[config.mk]
export PLATFORM = sky130hd
export DESIGN_NAME = ahb_slave_mux
export DESIGN_NICKNAME = d
export VERILOG_FILES = /design/src/rtl/ahb_pkg.sv /design/src/rtl/ahb_wait_timeout.sv /design/src/rtl/ahb_slave_mux.sv
export SDC_FILE = /design/constraint.sdc
export NUM_CORES = 1
export LEC_CHECK = 0
export BUFFER_PORTS_ARGS = -buffer_cell sky130_fd_sc_hd__clkbuf_2
export CAP_MARGIN = 0
export CORE_MARGIN = 10
export CORE_UTILIZATION = 33
export CTS_CLUSTER_SIZE = 25
export DETAILED_ROUTE_END_ITERATION = 8
export GPL_TIMING_DRIVEN = 1
export PLACE_DENSITY_LB_ADDON = 0.3
export SETUP_SLACK_MARGIN = 0.15
export SLEW_MARGIN = 25
export SYNTH_ARGS = -nofsm -noshare
export SYNTH_HDL_FRONTEND = slang
export SYNTH_SLANG_ARGS = --single-unit
[constraint.sdc]
create_clock -name HCLK -period 3.9 [get_ports HCLK]
set_input_delay 0.39 -clock HCLK [delete_from_list [all_inputs] [get_ports HCLK]]
set_output_delay 0.39 -clock HCLK [all_outputs]
set_load 0.05 [all_outputs]
[src/rtl/ahb_pkg.sv]
// Shared AHB-Lite encodings and the response-mux state type.
package ahb_pkg;

    localparam logic [1:0] HTRANS_IDLE   = 2'b00;
    localparam logic [1:0] HTRANS_BUSY   = 2'b01;
    localparam logic [1:0] HTRANS_NONSEQ = 2'b10;
    localparam logic [1:0] HTRANS_SEQ    = 2'b11;

    localparam logic HRESP_OKAY  = 1'b0;
    localparam logic HRESP_ERROR = 1'b1;

    typedef enum logic [1:0] {
        IDLE = 2'd0,
        DATA = 2'd1,
        ERR1 = 2'd2,
        ERR2 = 2'd3
    } mux_state_e;

endpackage

[src/rtl/ahb_wait_timeout.sv]
// Counts consecutive stalled data-phase cycles and flags when the limit
// is reached so the mux can terminate the transfer with an ERROR.
module ahb_wait_timeout #(
    parameter int TIMEOUT_CYCLES = 16
) (
    input  logic clk,
    input  logic rst_n,
    input  logic stall,
    output logic expire
);

    localparam int CNT_W = $clog2(TIMEOUT_CYCLES + 1);

    logic [CNT_W-1:0] cnt_q;
    logic [CNT_W-1:0] cnt_d;

    always_comb begin
        cnt_d  = stall ? cnt_q + 1'b1 : '0;
        expire = stall && (cnt_d == CNT_W'(TIMEOUT_CYCLES));
    end

    always_ff @(posedge clk or negedge rst_n) begin
        if (!rst_n) begin
            cnt_q <= '0;
        end else begin
            cnt_q <= cnt_d;
        end
    end

endmodule

[src/rtl/ahb_slave_mux.sv]
// AHB-Lite slave-to-master response mux with registered data-phase select.
// Optional wait-state timeout: define AHB_SLAVE_MUX_TIMEOUT_EN.
module ahb_slave_mux
    import ahb_pkg::*;
#(
    parameter int SLAVE_NUM      = 4,
    parameter int DATA_WIDTH     = 32,
    parameter int TIMEOUT_CYCLES = 16
) (
    input  logic                         HCLK,
    input  logic                         HRESETn,
    input  logic [$clog2(SLAVE_NUM)-1:0] MUX_SEL,
    input  logic [1:0]                   HTRANS,
    input  logic [DATA_WIDTH-1:0]        HRDATA_1,
    input  logic [DATA_WIDTH-1:0]        HRDATA_2,
    input  logic [DATA_WIDTH-1:0]        HRDATA_3,
    input  logic [DATA_WIDTH-1:0]        HRDATA_4,
    input  logic                         HREADYOUT_1,
    input  logic                         HREADYOUT_2,
    input  logic                         HREADYOUT_3,
    input  logic                         HREADYOUT_4,
    input  logic                         HRESP_1,
    input  logic                         HRESP_2,
    input  logic                         HRESP_3,
    input  logic                         HRESP_4,
    output logic [DATA_WIDTH-1:0]        HRDATA,
    output logic                         HREADY,
    output logic                         HRESP,
    output logic [$clog2(SLAVE_NUM)-1:0] DATA_SEL
);

    localparam int SEL_W = $clog2(SLAVE_NUM);
    // One bit per physical port; unpopulated indices read as idle/okay.
    localparam logic [3:0] SLV_EN = 4'((1 << SLAVE_NUM) - 1);

    mux_state_e state_q;
    mux_state_e state_d;
    logic [SEL_W-1:0] sel_q;
    logic expire;
    logic unused_htrans;

    logic [DATA_WIDTH-1:0] rdata_arr [4];
    logic [3:0] ready_arr;
    logic [3:0] resp_arr;

    assign rdata_arr[0] = HRDATA_1;
    assign rdata_arr[1] = HRDATA_2;
    assign rdata_arr[2] = HRDATA_3;
    assign rdata_arr[3] = HRDATA_4;
    assign ready_arr = {HREADYOUT_4, HREADYOUT_3, HREADYOUT_2, HREADYOUT_1};
    assign resp_arr  = {HRESP_4, HRESP_3, HRESP_2, HRESP_1};
    assign unused_htrans = HTRANS[0];
    assign DATA_SEL = sel_q;

    always_ff @(posedge HCLK or negedge HRESETn) begin
        if (!HRESETn) begin
            state_q <= IDLE;
            sel_q   <= '0;
        end else begin
            state_q <= state_d;
            if (HREADY) begin
                sel_q <= MUX_SEL;
            end
        end
    end

    always_comb begin
        state_d = state_q;
        unique case (state_q)
            IDLE, DATA: begin
                if (expire) begin
                    state_d = ERR1;
                end else if (HREADY) begin
                    state_d = HTRANS[1] ? DATA : IDLE;
                end
            end
`ifdef AHB_SLAVE_MUX_TIMEOUT_EN
            ERR1: state_d = ERR2;
            ERR2: state_d = HTRANS[1] ? DATA : IDLE;
`endif
            default: state_d = IDLE;
        endcase
    end

    always_comb begin
        HREADY = 1'b1;
        HRESP  = HRESP_OKAY;
        HRDATA = '0;
        unique case (state_q)
            DATA: begin
                if (SLV_EN[sel_q]) begin
                    HRDATA = rdata_arr[sel_q];
                    HREADY = ready_arr[sel_q];
                    HRESP  = resp_arr[sel_q];
                end
            end
`ifdef AHB_SLAVE_MUX_TIMEOUT_EN
            ERR1: begin
                HREADY = 1'b0;
                HRESP  = HRESP_ERROR;
            end
            ERR2: HRESP = HRESP_ERROR;
`endif
            default: ;
        endcase
    end

`ifdef AHB_SLAVE_MUX_TIMEOUT_EN
    ahb_wait_timeout #(
        .TIMEOUT_CYCLES(TIMEOUT_CYCLES)
    ) u_timeout (
        .clk   (HCLK),
        .rst_n (HRESETn),
        .stall (state_q == DATA && !HREADY),
        .expire(expire)
    );
`else
    localparam int UNUSED_TIMEOUT = TIMEOUT_CYCLES;
    assign expire = 1'b0;
`endif

endmodule

-- After elaboration in Yosys (flattened, before gate mapping)
Cells that the tools add are included.
- register bits after elaboration: 4
- logic and storage cells: 27
- bits of input ports: 142
- bitwise logic cells: 1
- magnitude comparators: 2
- reductions and logical operators: 2
- muxes and demuxes: 18
- equality and inequality tests: 2
- operators with widths (cell ; count):
    32-bit two-way mux ; 4
    32-bit binary-select mux with 2-bit select ; 1
    1-bit two-way mux ; 8
    1-bit binary-select mux with 2-bit select ; 3
    2-bit two-way mux ; 2
    3-bit >= comparator, second input constant ; 1
    2-bit by 3-bit less-than comparator with 1-bit output, second input constant ; 1
    2-bit inverter with 3-bit output ; 1
    2-bit by 1-bit equality test with 1-bit output, second input constant ; 1
    2-bit logical NOT ; 1
    2-bit != test, second input constant ; 1
    2-bit OR reduction ; 1

-- Longest topological paths before layout
- depth in word-level cells: 6
- depth in mapped cells: 5
- mapped depth without buffers: 3

-- Least setup slack after synthesis
Ideal clock, no wire load.
- path type: register -> output
- start point: reg sel_q[0], in the netlist DATA_SEL[0]
- end point: out HRDATA[0]
- slack: 1711 ps
- required time: 3510 ps
- path buffers: 2
- arrival: 1799 ps
- cell stages (with the launch flop): 5
- cell sequence: dfrtp_1 -> buf_6 -> buf_12 -> mux4_2 -> and2_1
- longest elaborated chain between the ends: 6
- RTL lines (what ; line ; source):
    start, declared ; ahb_slave_mux.sv:38 ; logic [SEL_W-1:0] sel_q;
    start signal, assigned ; ahb_slave_mux.sv:58 ; sel_q <= '0;
    start signal, assigned ; ahb_slave_mux.sv:62 ; sel_q <= MUX_SEL;
    2-bit inverter with 3-bit output (implied by the code) ; ahb_slave_mux.sv:92 ; HRDATA = rdata_arr[sel_q];
    32-bit binary-select mux with 2-bit select ; ahb_slave_mux.sv:92 ;
    32-bit two-way mux (implied by the code) (2 in series) ; ahb_slave_mux.sv:92 ;
    32-bit two-way mux * ; ahb_slave_mux.sv:91 ; if (SLV_EN[sel_q]) begin
    32-bit two-way mux * ; ahb_slave_mux.sv:89 ; unique case (state_q)
    end, declared ; ahb_slave_mux.sv:26 ; output logic [DATA_WIDTH-1:0] HRDATA,
Every way passes the cells marked *; elsewhere a longest branch is shown, timed or not. The select of a mux whose other input is x is not followed.

-- Final worst setup path
- start point: reg sel_q[1], in the netlist DATA_SEL[1]
- end point: out HREADY
- longest elaborated chain between the ends: 4
- RTL lines (what ; line ; source):
    1-bit binary-select mux with 2-bit select (on tied branches) ; ahb_slave_mux.sv:93, ahb_slave_mux.sv:91 ;
    1-bit two-way mux (on tied branches) ; ahb_slave_mux.sv:93, ahb_slave_mux.sv:91 ;
    1-bit two-way mux * ; ahb_slave_mux.sv:91 ;
    1-bit two-way mux * ; ahb_slave_mux.sv:89 ;
    end, declared ; ahb_slave_mux.sv:27 ; output logic HREADY,
Marked as above.

==> results.ini <==
[timing]
max_freq_mhz=362
rsz0062_at_grt=false
finalMaxSlewViolations=0
hold_viol=0
finalSetupViolCount=0
timing.final.ws_setup_ns=1.14
fin_skew_ns=0.00161
worst_slew_pin_slew_ns=0.997
post-route-min-period_ns=2.76
relSlewSlack_pct=33.5
post-route-period-util_pct=70.9
finalSetupTns_ns=0

[setup_path]
arrival_ns=2.37
crit_family=flip-flops
slowest_stage=dfrtp_1
critPathCaptureType=output pin
max_stage_delay_ns=0.99
worstPathCellList=buf_4 -> mux2_4 -> o22ai_2 -> inv_1 -> clkbuf_2
worstPathRequired_ns=3.51
crit_fanout=25
critPathLaunchType=register
crit_type=register to output pin
path_buf_inv=3

[detailed_routing]
wl_per_cell_um=18.8
drc=0
top_layer=met4
wl_met1_um=1810
routed-wl-met2_um=3210
wl_met3_um=812
routed_wl_um=5860
antenna_left=0
drtIter0Drc=43
routed_via_density=4.94
vias=1535
firstDrtPassIters=4

[layout]
nFillCells=348
final_layout_size_suffix_gt1_share_pct=82.5
syn2layout_area_growth_pct=74.9
final_cell_count_no_fill=311
n_antenna_cell=0
nets=406
final_common_cell=clkbuf_2
final_cell_mix=clkbuf_2, and2_1, mux4_2, mux4_1

[die]
die-area_sq_um=6550
die_h_um=80.9
pin_count=178
start_util_pct=33.7
die_w_um=80.9
rows=22
core_sq_um=3630

[grt]
grt_overflow=0
grt_antenna_before_repair=0
grt_start_max_net_pins=36
grt_pass1_vias=1843
grt_util_all_layers_pct=16.9
grt_pass1_wl_um=8800

[placement]
io_buffers=176
dp_cells=306
place_congestion=0.798
dp.final_hpwl_um=5350
pre_cts_slack_ns=1.38

[clock_tree]
cts-buffers-inserted=3
cts-resized-gates=0
clock_path_buffers=2
cts_root_buffer=clkbuf_8
h-tree-depth=1
cts.sinks=3
clkSlewWorstSetupHoldPaths_ns=0.03
cts_tree=done
post_cts_buffers=0
clk_latency_ns=0.22

[synth]
synth_cells=90
syn_avg_cell_area_sq_um=13.6
ys_seq_area_share_pct=6.13
synthDistinctLibCells=17
synth_seq_cells=3
syn_area_sq_um=1220
yosysWarnings=0
syn_nets=232

[outcome]
outcome=complete, no violations

[power_and_ir_drop]
leakagePower_nw=1.16
powerDensity_nw_per_um2=461
peakVddDrop_uv=252

[run]
max_cap_viol_count=0

[hold_path]
hp-class=primary input to register

-- report_power, final --
group / switching [W] / internal (W)
Clock: 0.0000205 / 0.0000697
Sequential: 0.0000469 / 0.0000372
Combinational: 0.000498 / 0.000316
-- cells by family (layout without fill, tap and decap cells) --
family          Yosys count  in the layout  synth area share, %
compound gates            3              3                 1.84
buf+inv                  12            185                 8.68
flops                     3              3                 6.13
mux                      36             36                 65.0
simple gates             36             36                 18.4
-- sequential cells by signal (all words and copies together) (netlist names) --
| register | flops |
|---|---|
| state_q | 1 |
| DATA_SEL | 2 |
-- worst paths after layout --
path                       cells after the start           to  slack [ns]        start
max in group asynchronous                      2  DATA_SEL[0]        3.26      HRESETn
min reg2reg                                    2  DATA_SEL[0]        0.80  DATA_SEL[0]
min                                            2   state_q[0]        0.37    HTRANS[1]
max                                            5       HREADY        1.14  DATA_SEL[1]
max reg2reg                                    4  DATA_SEL[1]        1.56  DATA_SEL[1]
min in group asynchronous                      2   state_q[0]        0.51      HRESETn
-- cell usage after synthesis (all sizes together) --
library cell / instances / area [sq um]
o21ai: 2 / 10.0
inv: 1 / 3.75
nand2b: 1 / 8.76
buf: 8 / 91.3
or2: 1 / 6.26
clkbuf: 3 / 11.3
nand2: 1 / 3.75
mux4: 33 / 758
o22ai: 1 / 12.5
mux2: 3 / 37.5
and2: 33 / 206
dfrtp: 3 / 75.1
-- layout make-up --
| type | count | area, sq um | area share, % |
|---|---|---|---|
| Timing Repair Buffer | 180 | 913 | 42.6 |
| Clock buffer | 4 | 45.0 | 2.10 |
| Multi-Input combinational cell | 75 | 1040 | 48.7 |
| Sequential cell | 3 | 76.3 | 3.56 |
| Inverter | 1 | 3.75 | 0.175 |
| Tap cell | 48 | 60.1 | 2.80 |
-- through the flow --
stage,power (W),hold slack [ns],instance area (sq um),util (%)
floorplan,0.000731,0.0944,1220,-
global placement,0.000898,0.190,2090,57.4
detailed placement,0.000910,0.198,2090,57.4
CTS,0.00100,0.367,2140,59.0
global route,0.00105,0.379,2140,59.0
finish,0.000988,0.365,2140,59.0
-- metal layers --
| metal | vias to the layer above | global-route usage (%) |
|---|---|---|
| li1 | 716 | - |
| met1 | 718 | 16.4 |
| met2 | 97 | 32.6 |
| met3 | 4 | 7.62 |
| met4 | 0 | 2.60 |
| met5 | - | 0 |
-- timing repair --
item / CTS / global route
endpoints found under the setup margin: 0 / 0
hold buffers: 1 / 0
endpoints found under the hold margin: 3 / 0
Note: power is estimated with default switching activity, not from simulation.
